==> config.mk <==
export PLATFORM = sky130hd
export DESIGN_NAME = adder_result_accumulator
export DESIGN_NICKNAME = d
export VERILOG_FILES = /design/src/rtl/adder_result_accumulator.sv
export SDC_FILE = /design/constraint.sdc
export NUM_CORES = 1
export LEC_CHECK = 0
export ABC_AREA = 0
export CAP_MARGIN = 20
export CORE_ASPECT_RATIO = 0.6
export CORE_MARGIN = 2
export CORE_UTILIZATION = 58
export DETAILED_ROUTE_END_ITERATION = 10
export DONT_BUFFER_PORTS = 1
export GPL_ROUTABILITY_DRIVEN = 0
export HOLD_SLACK_MARGIN = 0.03
export PLACE_DENSITY = 0.76
export SLEW_MARGIN = 15
export SYNTH_ARGS = -nofsm -noshare
export SYNTH_HDL_FRONTEND = slang
export SYNTH_SLANG_ARGS = --single-unit
==> constraint.sdc <==
create_clock -name clk -period 2.8 [get_ports clk]
set_clock_uncertainty 0.05 [all_clocks]
set_input_delay 0.28 -clock clk [delete_from_list [all_inputs] [get_ports clk]]
set_output_delay 0.28 -clock clk [all_outputs]
set_load 0.01 [all_outputs]
==> src/rtl/adder_result_accumulator.sv <==
// Frame accumulator for 33-bit adder results ({cout, sum}); presents each frame total
// on a valid/ready output with a sticky wrap flag.
module adder_result_accumulator #(
   parameter int ACC_W = 48,
   parameter int LEN_W = 16
) (
   input  logic             clk,
   input  logic             rst_n,
   input  logic             start,
   input  logic [LEN_W-1:0] frame_len,
   input  logic             abort,
   input  logic             in_valid,
   output logic             in_ready,
   input  logic [31:0]      in_sum,
   input  logic             in_cout,
   output logic             out_valid,
   input  logic             out_ready,
   output logic [ACC_W-1:0] out_acc,
   output logic             out_ovf,
   output logic             busy,
   output logic [LEN_W-1:0] beat_cnt
);

   typedef enum logic [1:0] {
      IDLE  = 2'd0,
      ACCUM = 2'd1,
      HOLD  = 2'd2
   } state_t;

   localparam logic [LEN_W-1:0] LEN_ONE  = {{(LEN_W-1){1'b0}}, 1'b1};
   localparam logic [LEN_W-1:0] LEN_ZERO = {LEN_W{1'b0}};

   function automatic logic [ACC_W-1:0] beat_ext(input logic cout, input logic [31:0] sum);
      logic [ACC_W-1:0] r;
      r       = {ACC_W{1'b0}};
      r[32:0] = {cout, sum};
      return r;
   endfunction

   state_t           state_r, state_next_s;
   logic [ACC_W-1:0] acc_r;
   logic             ovf_r;
   logic [LEN_W-1:0] cnt_r, len_r;
   logic             in_ready_r, out_valid_r, busy_r;
   logic             in_ready_next_s, out_valid_next_s, busy_next_s;
   logic             frame_ok_s, load_s, beat_s, last_s;
   logic [ACC_W:0]   sum_s;

   // Qualifying conditions for frame load and beat acceptance; abort overrides both.
   always_comb begin
      frame_ok_s = start && (frame_len != LEN_ZERO);
      last_s     = ((cnt_r + LEN_ONE) == len_r);
      sum_s      = {1'b0, acc_r} + {1'b0, beat_ext(in_cout, in_sum)};
      if (abort) begin
         load_s = 1'b0;
         beat_s = 1'b0;
      end else begin
         load_s = frame_ok_s && ((state_r == IDLE) || ((state_r == HOLD) && out_ready));
         beat_s = (state_r == ACCUM) && in_valid;
      end
   end

   // Next-state logic.
   always_comb begin
      state_next_s = state_r;
      if (abort) begin
         state_next_s = IDLE;
      end else begin
         case (state_r)
            IDLE:    state_next_s = frame_ok_s ? ACCUM : IDLE;
            ACCUM:   state_next_s = (in_valid && last_s) ? HOLD : ACCUM;
            HOLD:    state_next_s = out_ready ? (frame_ok_s ? ACCUM : IDLE) : HOLD;
            default: state_next_s = IDLE;
         endcase
      end
   end

   // Output decode from the upcoming state so the handshake flags come straight off flops.
   always_comb begin
      case (state_next_s)
         IDLE: begin
            in_ready_next_s  = 1'b0;
            out_valid_next_s = 1'b0;
            busy_next_s      = 1'b0;
         end
         ACCUM: begin
            in_ready_next_s  = 1'b1;
            out_valid_next_s = 1'b0;
            busy_next_s      = 1'b1;
         end
         HOLD: begin
            in_ready_next_s  = 1'b0;
            out_valid_next_s = 1'b1;
            busy_next_s      = 1'b1;
         end
         default: begin
            in_ready_next_s  = 1'b0;
            out_valid_next_s = 1'b0;
            busy_next_s      = 1'b0;
         end
      endcase
   end

   // State register and registered handshake/status outputs.
   always_ff @(posedge clk or negedge rst_n) begin
      if (!rst_n) begin
         state_r     <= IDLE;
         in_ready_r  <= 1'b0;
         out_valid_r <= 1'b0;
         busy_r      <= 1'b0;
      end else begin
         state_r     <= state_next_s;
         in_ready_r  <= in_ready_next_s;
         out_valid_r <= out_valid_next_s;
         busy_r      <= busy_next_s;
      end
   end

   // Accumulator, sticky wrap flag, beat counter and latched frame length.
   always_ff @(posedge clk or negedge rst_n) begin
      if (!rst_n) begin
         acc_r <= {ACC_W{1'b0}};
         ovf_r <= 1'b0;
         cnt_r <= LEN_ZERO;
         len_r <= LEN_ZERO;
      end else if (abort) begin
         acc_r <= {ACC_W{1'b0}};
         ovf_r <= 1'b0;
         cnt_r <= LEN_ZERO;
      end else if (load_s) begin
         acc_r <= {ACC_W{1'b0}};
         ovf_r <= 1'b0;
         cnt_r <= LEN_ZERO;
         len_r <= frame_len;
      end else if (beat_s) begin
         acc_r <= sum_s[ACC_W-1:0];
         ovf_r <= ovf_r | sum_s[ACC_W];
         cnt_r <= cnt_r + LEN_ONE;
      end else begin
         acc_r <= acc_r;
         ovf_r <= ovf_r;
         cnt_r <= cnt_r;
      end
   end

   assign in_ready  = in_ready_r;
   assign out_valid = out_valid_r;
   assign busy      = busy_r;
   assign out_acc   = acc_r;
   assign out_ovf   = ovf_r;
   assign beat_cnt  = cnt_r;

endmodule
Yosys cells after proc, flatten, opt, wreduce, memory -nomap -nowiden
Index checks and enable logic that the tools add are counted.
- bits in registers: 86
- input bits: 55
- output and inout port bits: 68
- logic and storage cells: 47
- add/sub/neg operators: 2
- equality and inequality tests: 5
- muxes and demuxes: 19
- bitwise gates (word level): 2
- reductions and logical operators: 11
- operators by type and width (operator ; number):
    48-bit two-way mux ; 3
    48-bit by 33-bit adder with 49-bit output ; 1
    16-bit two-way mux ; 3
    16-bit by 1-bit adder with 16-bit output (second input constant) ; 1
    16-bit == test ; 1
    16-bit nonzero test ; 1
    1-bit two-way mux ; 9
    2-bit two-way mux ; 3
    2-bit one-hot mux with 3 select lines ; 1
    1-bit logical AND ; 5
    2-bit by 1-bit == test with 1-bit output (second input constant) ; 2
    2-bit == test (second input constant) ; 2
    3-bit nonzero test ; 1
    2-bit zero test ; 1
    2-bit AND reduction ; 1
    2-bit OR reduction ; 1
    1-bit logical OR ; 1
    1-bit NOT ; 1
    1-bit bitwise OR ; 1

Depth between registers and ports, before layout
Gate-level depths: netlist of the first run.
- depth after elaboration: 9
- depth in mapped cells: 13
- depth with buffers taken out: 12

Least setup slack after synthesis of the first run
Ideal clock, no wire load.
- path type: flip-flop to flip-flop
- start: reg acc_r[0], in the netlist out_acc[0]
- end: reg acc_r[36], in the netlist out_acc[36]
- setup time: 0.120 ns
- arrival: 2.714 ns
- data required time: 2.630 ns
- slack: -0.084 ns
- stages on the path, launching flop included: 13
- path buffers: 0
- period minus slack after synthesis: 2.884 ns
- cell sequence: dfrtp_1 > ha_1 > inv_1 > fa_1 > nand2b_1 > a21oi_2 > nor3b_1 > o41a_2 > o21ai_4 > a31oi_4 > o22ai_4 > a21oi_1 > a31o_1
- word-level cells in the longest chain between the ends: 4
- RTL lines (element ; line ; text):
    start: declaration ; 41 ; logic [ACC_W-1:0] acc_r;
    start signal: assignment ; 122 ; acc_r <= {ACC_W{1'b0}};
    start signal: assignment ; 127 ; acc_r <= {ACC_W{1'b0}};
    start signal: assignment ; 131 ; acc_r <= {ACC_W{1'b0}};
    48-bit by 33-bit adder with 49-bit output ; 53 ; sum_s = {1'b0, acc_r} + {1'b0, beat_ext(in_cout, in_sum)};
    48-bit two-way mux ; 135 ; end else if (beat_s) begin
    48-bit two-way mux ; 130 ; end else if (load_s) begin
    48-bit two-way mux ; 126 ; end else if (abort) begin
No other way between the ends. The select of a mux whose other input is x is not followed.
A chain may end at the register's enable or synchronous reset.

Final worst setup path of the first run
- start: reg acc_r[0], in the netlist out_acc[0]
- end: reg acc_r[44], in the netlist out_acc[44]
The elaborated chain is that of the path after synthesis.

==> run_results.csv, run 1 <==
group,metric,value,unit
status,outcome,"finished clean",
placed_design,placed_cells,833,
power,power.total,3.13,mW
critical_path,crit_path_max_fanout,5,
floorplanning,num_rows,28,
clock_network,clock_latency,0.34,ns
finish,layout_common_cells,"nand2_1, dfrtp_1, buf_4, a21oi_1, nor2_1",
placed_design,port_buffers,0,
synth,synth-edff-count,0,
worst_hold_path,hold_class,"input pin to register",
sta,final-setup-viol-count,0,
clock_network,tritoncts,"done",
finish,drive_gt1_frac,0.220,
detailed_routing,drt_pass1_iterations,5,
placed_design,dpl_cell_area,6360,um2
clock_network,clk_path_buf_depth,2,
floorplanning,die_h,81.6,um
grt,antenna_found_initial,0,
synth,synth_nets,755,
detailed_routing,vias,5192,
grt,met3_usage,0.102,
synth,synth_ff_type,"dfrtp_1",
sta,hold_viol,0,
clock_network,cts_buffers,9,
sta,period_share,0.979,
sta,rsz0062_at_grt,"yes",
detailed_routing,via_per_inst,6.02,
floorplanning,io_pins,123,
synth,yosys.area_share.simple,0.204,
finish,fillers,718,
clock_network,clock-sinks,86,
sta,slew_violations,0,
finish,instances_no_fill,862,
floorplanning,start_util,0.594,
detailed_routing,avgRoutedWirePerCell,18.2,um
synth,synth-seq-cells,86,
clock_network,path_clk_slew,0.06,ns
synth,ys_async_sr_fraction,1.00,
finish,area_growth,20.5,%
sta,relSlewSlack,0.511,
synth,synth_fa_ha_area_frac,0.0808,
synth,synth_xor_area_frac,0.102,
power,p_leak,3.11,nW
finish,mostFrequentLayoutCell,"nand2_1",
grt,top_usage_layer,"met2",
sta,fin_hold_ws,0.0391,ns
grt,grt_start_max_net_pins,87,
synth,yosys-mux-area-fraction,0.0449,
sta,worstMarginPinSlew,0.730,ns
finish,fin_util,0.715,
synth,yosysWarnings,0,
synth,avgSynthCellArea,8.79,um2
grt,grt_pass1_vias,4925,
critical_path,cp.arrival,2.92,ns
critical_path,cp.required,2.97,ns
grt,grt_pass1_wl,25000,um
finish,diodes,0,
detailed_routing,ant_nets,0,
detailed_routing,wirelength,15600,um
grt,grt.met2_usage,0.430,
clock_network,htree_levels,3,
sta,fmax,365,MHz
power,ir_worst_vdd,0.340,mV
critical_path,end_kind,"register",
floorplanning,die_x,133,um
flow_run,max_cap_viol_count,0,
critical_path,crit_type,"register to register",
synth,ys_types,63,
floorplanning,core,9810,um2
finish,final_area,7020,um2
detailed_routing,drt_iter0_drc,387,
finish,fin_nets,816,
detailed_routing,drt_drc_violations_left,0,
synth,synthCells,663,
critical_path,worstSetupStartpointType,"register",
grt,grt_use_met1,0.408,
sta,period_needed,2.74,ns
clock_network,root_buffer,"clkbuf_16",
synth,synth_compound_area_frac,0.173,
power,p_per_area,446,nW/um2
synth,yosysSeqAreaShare,0.369,
grt,grt_usage,0.290,
synth,synth_area,5830,um2
synth,synth_top_family_by_area,"simple AND/OR/NAND/NOR gates",
placed_design,hpwl,11300,um
grt,grt_overflow,0,
floorplanning,die_area,10900,um2
[per-stage QoR]
| step | setup slack (ns) | setup TNS, ns |
|---|---|---|
| 2_1_floorplan | 0.00269 | 0 |
| 3_3_place_gp | -0.0312 | -0.105 |
| 3_5_place_dp | -0.143 | -1.07 |
| 4_1_cts | 0.00112 | 0 |
| 5_1_grt | -0.0656 | -0.333 |
| 6_report | 0.0580 | 0 |
[final timing paths]
kind / cells after the start / slack (ns) / startpoint / to
max reg2reg: 12 / 0.06 / out_acc[0] / out_acc[44]
max: 12 / 0.06 / out_acc[0] / out_acc[44]
min: 1 / 0.04 / frame_len[6] / len_r[6]
max in group asynchronous: 2 / 1.85 / rst_n / out_acc[4]
min in group asynchronous: 2 / 0.42 / rst_n / out_acc[19]
min reg2reg: 1 / 0.47 / len_r[15] / len_r[15]
[routing by layer]
layer / share of wire / wire length, um
met5: 0 / 0
met3: 0.10 / 1630
met4: 0.0098 / 153
met1: 0.45 / 7000
met2: 0.44 / 6860
[repair_timing]
action,in CTS,in global routing
cloned,1,0
setup buffers,2,9
setup endpoints to repair,21,30
hold buffers,3,0
hold endpoints to repair,87,0
resized for setup,12,40
pin swaps,10,27
[cell usage after synthesis (all sizes together) (12+ instances only)]
master | instances | area share
ha | 36 | 0.077
nor2 | 62 | 0.041
inv | 12 | 0.0077
xor2 | 35 | 0.053
mux2 | 17 | 0.033
xnor2 | 33 | 0.050
o21ai | 25 | 0.025
a21oi | 75 | 0.066
nand2 | 94 | 0.061
a21o | 15 | 0.020
clkbuf | 20 | 0.013
dfrtp | 86 | 0.37
nand3 | 30 | 0.027
[power breakdown]
part | total [mW] | switching [mW] | internal, mW | leakage (nW)
Combinational | 0.570 | 0.321 | 0.250 | 1.81
Clock | 1.19 | 0.490 | 0.704 | 0.144
Sequential | 1.37 | 0.0614 | 1.31 | 1.16
Total | 3.13 | 0.872 | 2.26 | 3.11
[state kept, by name (all words and copies together) (netlist names)]
signal / count
out_acc: 48
beat_cnt: 16
len_r: 16
state_r: 2
busy: 1
in_ready: 1
out_ovf: 1
out_valid: 1
[worst max-delay path, stage by stage (launching register included)]
cell and delay, ns:
dfrtp_1 0.35, ha_2 0.19, inv_2 0.04, fa_2 0.33, nand2b_4 0.16, a21oi_4 0.13, nor3b_2 0.07, o41a_4 0.40
o21ai_4 0.21, a31oi_4 0.17, o21ai_2 0.24, nand4_1 0.14, mux2i_1 0.14
[kinds of logic after synthesis]
family	count (synthesis)
AO/OA/AOI/OAI	155
XOR/XNOR	68
adder cells (fa/ha/maj)	37
buffers and inverters	39
flip-flops	86
multiplexers	24
AND/OR/NAND/NOR	254
[cell type report]
type	instances	area (um2)	area share
multi-input cells	539	3760	0.536
flip-flops and latches	86	2150	0.307
repair buffers	76	599	0.0854
clock buffers	10	239	0.0341
well taps	135	169	0.0241
clock inverters	4	48.8	0.00695
inverters	12	45.0	0.00642
Power figures use the tool's default switching activity.
==> run 2, diff against run 1 <==
--- a/config.mk
+++ b/config.mk
@@ -6,7 +6,6 @@
 export NUM_CORES = 1
 export LEC_CHECK = 0
 export ABC_AREA = 0
-export CAP_MARGIN = 20
 export CORE_ASPECT_RATIO = 0.6
 export CORE_MARGIN = 2
 export CORE_UTILIZATION = 58
==> results of run 2 <==
The final DEF is identical to that of run 1; final timing and power are the same.
==> run 3, diff against run 2 <==
--- a/config.mk
+++ b/config.mk
@@ -8,7 +8,7 @@
 export ABC_AREA = 0
 export CORE_ASPECT_RATIO = 0.6
 export CORE_MARGIN = 2
-export CORE_UTILIZATION = 58
+export CORE_UTILIZATION = 60
 export DETAILED_ROUTE_END_ITERATION = 10
 export DONT_BUFFER_PORTS = 1
 export GPL_ROUTABILITY_DRIVEN = 0
==> constraint.sdc (replaced) <==
create_clock -name clk -period 3.3 [get_ports clk]
set_clock_uncertainty 0.05 [all_clocks]
set_input_delay 0.33 -clock clk [delete_from_list [all_inputs] [get_ports clk]]
set_output_delay 0.33 -clock clk [all_outputs]
set_load 0.01 [all_outputs]
==> run 3 against run 2 <==
Clock-buffer cell count is the same. Design area shrank 9.6%. Die area shrank 3.2%. Global-route usage shrank 0.75 points. Worst setup slack gained 0.095 ns. Critical path type unchanged. Critical endpoint is now out_acc[40]. Highest routed layer unchanged.
==> run_results.csv, run 3 (synthesis results as in run 1) <==
group,metric,value,unit
clock_network,clk_path_buf_depth,2,
grt,grt_usage,0.282,
detailed_routing,drt_pass1_iterations,5,
finish,drive_gt1_frac,0.0991,
critical_path,worstSetupStartpointType,"register",
sta,final-setup-viol-count,0,
sta,relSlewSlack,0.576,
sta,worstMarginPinSlew,0.633,ns
critical_path,cp_top_family,"compound AO/OA/AOI/OAI gates",
detailed_routing,ant_nets,0,
sta,finalSetupTns,0,ns
detailed_routing,wirelength,14700,um
grt,grt_pass1_wl,23700,um
grt,grt_pass1_vias,4748,
floorplanning,die_x,131,um
detailed_routing,avgRoutedWirePerCell,18.4,um
clock_network,cts_buffers,9,
sta,period_needed,3.15,ns
finish,mostFrequentLayoutCell,"nand2_1",
clock_network,path_clk_slew,0.07,ns
sta,fmax,318,MHz
finish,layout_common_cells,"nand2_1, dfrtp_1, a21oi_1, nor2_1, ha_1",
clock_network,clock-sinks,86,
power,p_per_area,421,nW/um2
critical_path,crit_buf_inv,2,
critical_path,cp.arrival,3.29,ns
worst_hold_path,hold_class,"input pin to register",
grt,antenna_found_initial,0,
finish,fillers,753,
grt,grt_overflow,0,
critical_path,slowest_delay,0.47,ns
detailed_routing,drt_drc_violations_left,0,
grt,grt_start_max_net_pins,87,
critical_path,slowest_stage,"o41a_2",
finish,fin_nets,754,
floorplanning,io_pins,123,
clock_network,tritoncts,"done",
power,ir_worst_vdd,0.284,mV
finish,multi_input_area,3530,um2
placed_design,hpwl,10700,um
clock_network,root_buffer,"clkbuf_16",
sta,hold_viol,0,
detailed_routing,drt_iter0_drc,364,
status,outcome,"finished clean",
floorplanning,die_area,10500,um2
floorplanning,num_rows,27,
critical_path,crit_type,"register to register",
floorplanning,start_util,0.627,
critical_path,crit_path_max_fanout,6,
clock_network,clock_latency,0.34,ns
detailed_routing,via_per_inst,6.21,
critical_path,cp.required,3.44,ns
sta,slew_violations,0,
sta,period_share,0.954,
floorplanning,die_h,80.3,um
finish,diodes,0,
placed_design,port_buffers,0,
power,p_leak,2.76,nW
floorplanning,core,9290,um2
critical_path,path_cells,"ha_1, inv_1, fa_1, nand2b_1, a21oi_2, nor3b_1, o41a_2, o21ai_4, a31oi_4, o22ai_4, buf_2, a21o_1, a21oi_1",
finish,seq_area,2150,um2
clock_network,htree_levels,3,
finish,largest_reg_flops,48,
detailed_routing,vias,4947,
finish,area_growth,8.89,%
flow_run,max_cap_viol_count,0,
finish,fin_util,0.683,
critical_path,end_kind,"register",
run 3: report_power, final:
part           internal [mW]  total, mW  switching (mW)  leakage, nW
Sequential              1.11       1.16          0.0554         1.16
Clock                  0.663       1.10           0.434        0.149
Combinational          0.172      0.412           0.240         1.46
Total                   1.94       2.67           0.728         2.76
run 3: cell type report:
class                   instances  share of cell area
inverters                      12             0.00710
repair buffers                 15              0.0213
flip-flops and latches         86               0.339
well taps                     130              0.0256
clock buffers                  10              0.0361
clock inverters                 5              0.0134
multi-input cells             538               0.557
run 3: repair_timing:
action / in CTS / in global routing
resized for setup: 0 / 4
endpoints found under the setup margin: 0 / 12
hold buffers: 3 / 0
hold endpoints to repair: 87 / 0
buffers inserted: 0 / 5
run 3: metrics by stage:
step / hold slack (ns) / cells / power, mW / cell area [um2] / setup WS [ns]
finish: 0.0887 / 796 / 2.67 / 6340 / 0.153
global route: 0.0807 / 796 / 2.78 / 6340 / -0.0245
CTS: 0.0802 / 791 / 2.68 / 6300 / 0.0901
detailed placement: -0.0139 / 773 / 1.56 / 5940 / 0.121
global placement: -0.0140 / 773 / 1.54 / 5940 / 0.210
floorplan: -0.0156 / 663 / 1.48 / 5830 / 0.416
run 3: final timing paths:
| kind | start | to | slack (ns) | depth (start not counted) |
|---|---|---|---|---|
| min in group asynchronous | rst_n | out_acc[20] | 0.49 | 2 |
| max reg2reg | out_acc[0] | out_acc[40] | 0.15 | 13 |
| min | frame_len[13] | len_r[13] | 0.09 | 1 |
| max in group asynchronous | rst_n | beat_cnt[0] | 2.29 | 2 |
| max | out_acc[0] | out_acc[40] | 0.15 | 13 |
| min reg2reg | len_r[6] | len_r[6] | 0.48 | 1 |
run 3: worst reg2reg max path: stages, from the launching register on:
cell      delay (ns)
dfrtp_1         0.42
ha_1            0.20
inv_1           0.06
fa_1            0.40
nand2b_1        0.20
a21oi_2         0.16
nor3b_1         0.08
o41a_2          0.47
o21ai_4         0.22
a31oi_4         0.17
o22ai_4         0.20
buf_2           0.20
a21o_1          0.13
a21oi_1         0.06
run 3: per-layer routing:
| metal | routed length (um) | track usage | vias to the layer above |
|---|---|---|---|
| li1 | - | - | 2341 |
| met1 | 6670 | 0.382 | 2354 |
| met2 | 6320 | 0.442 | 232 |
| met3 | 1470 | 0.0852 | 20 |
| met4 | 191 | 0.0826 | 0 |
| met5 | 0 | 0 | - |
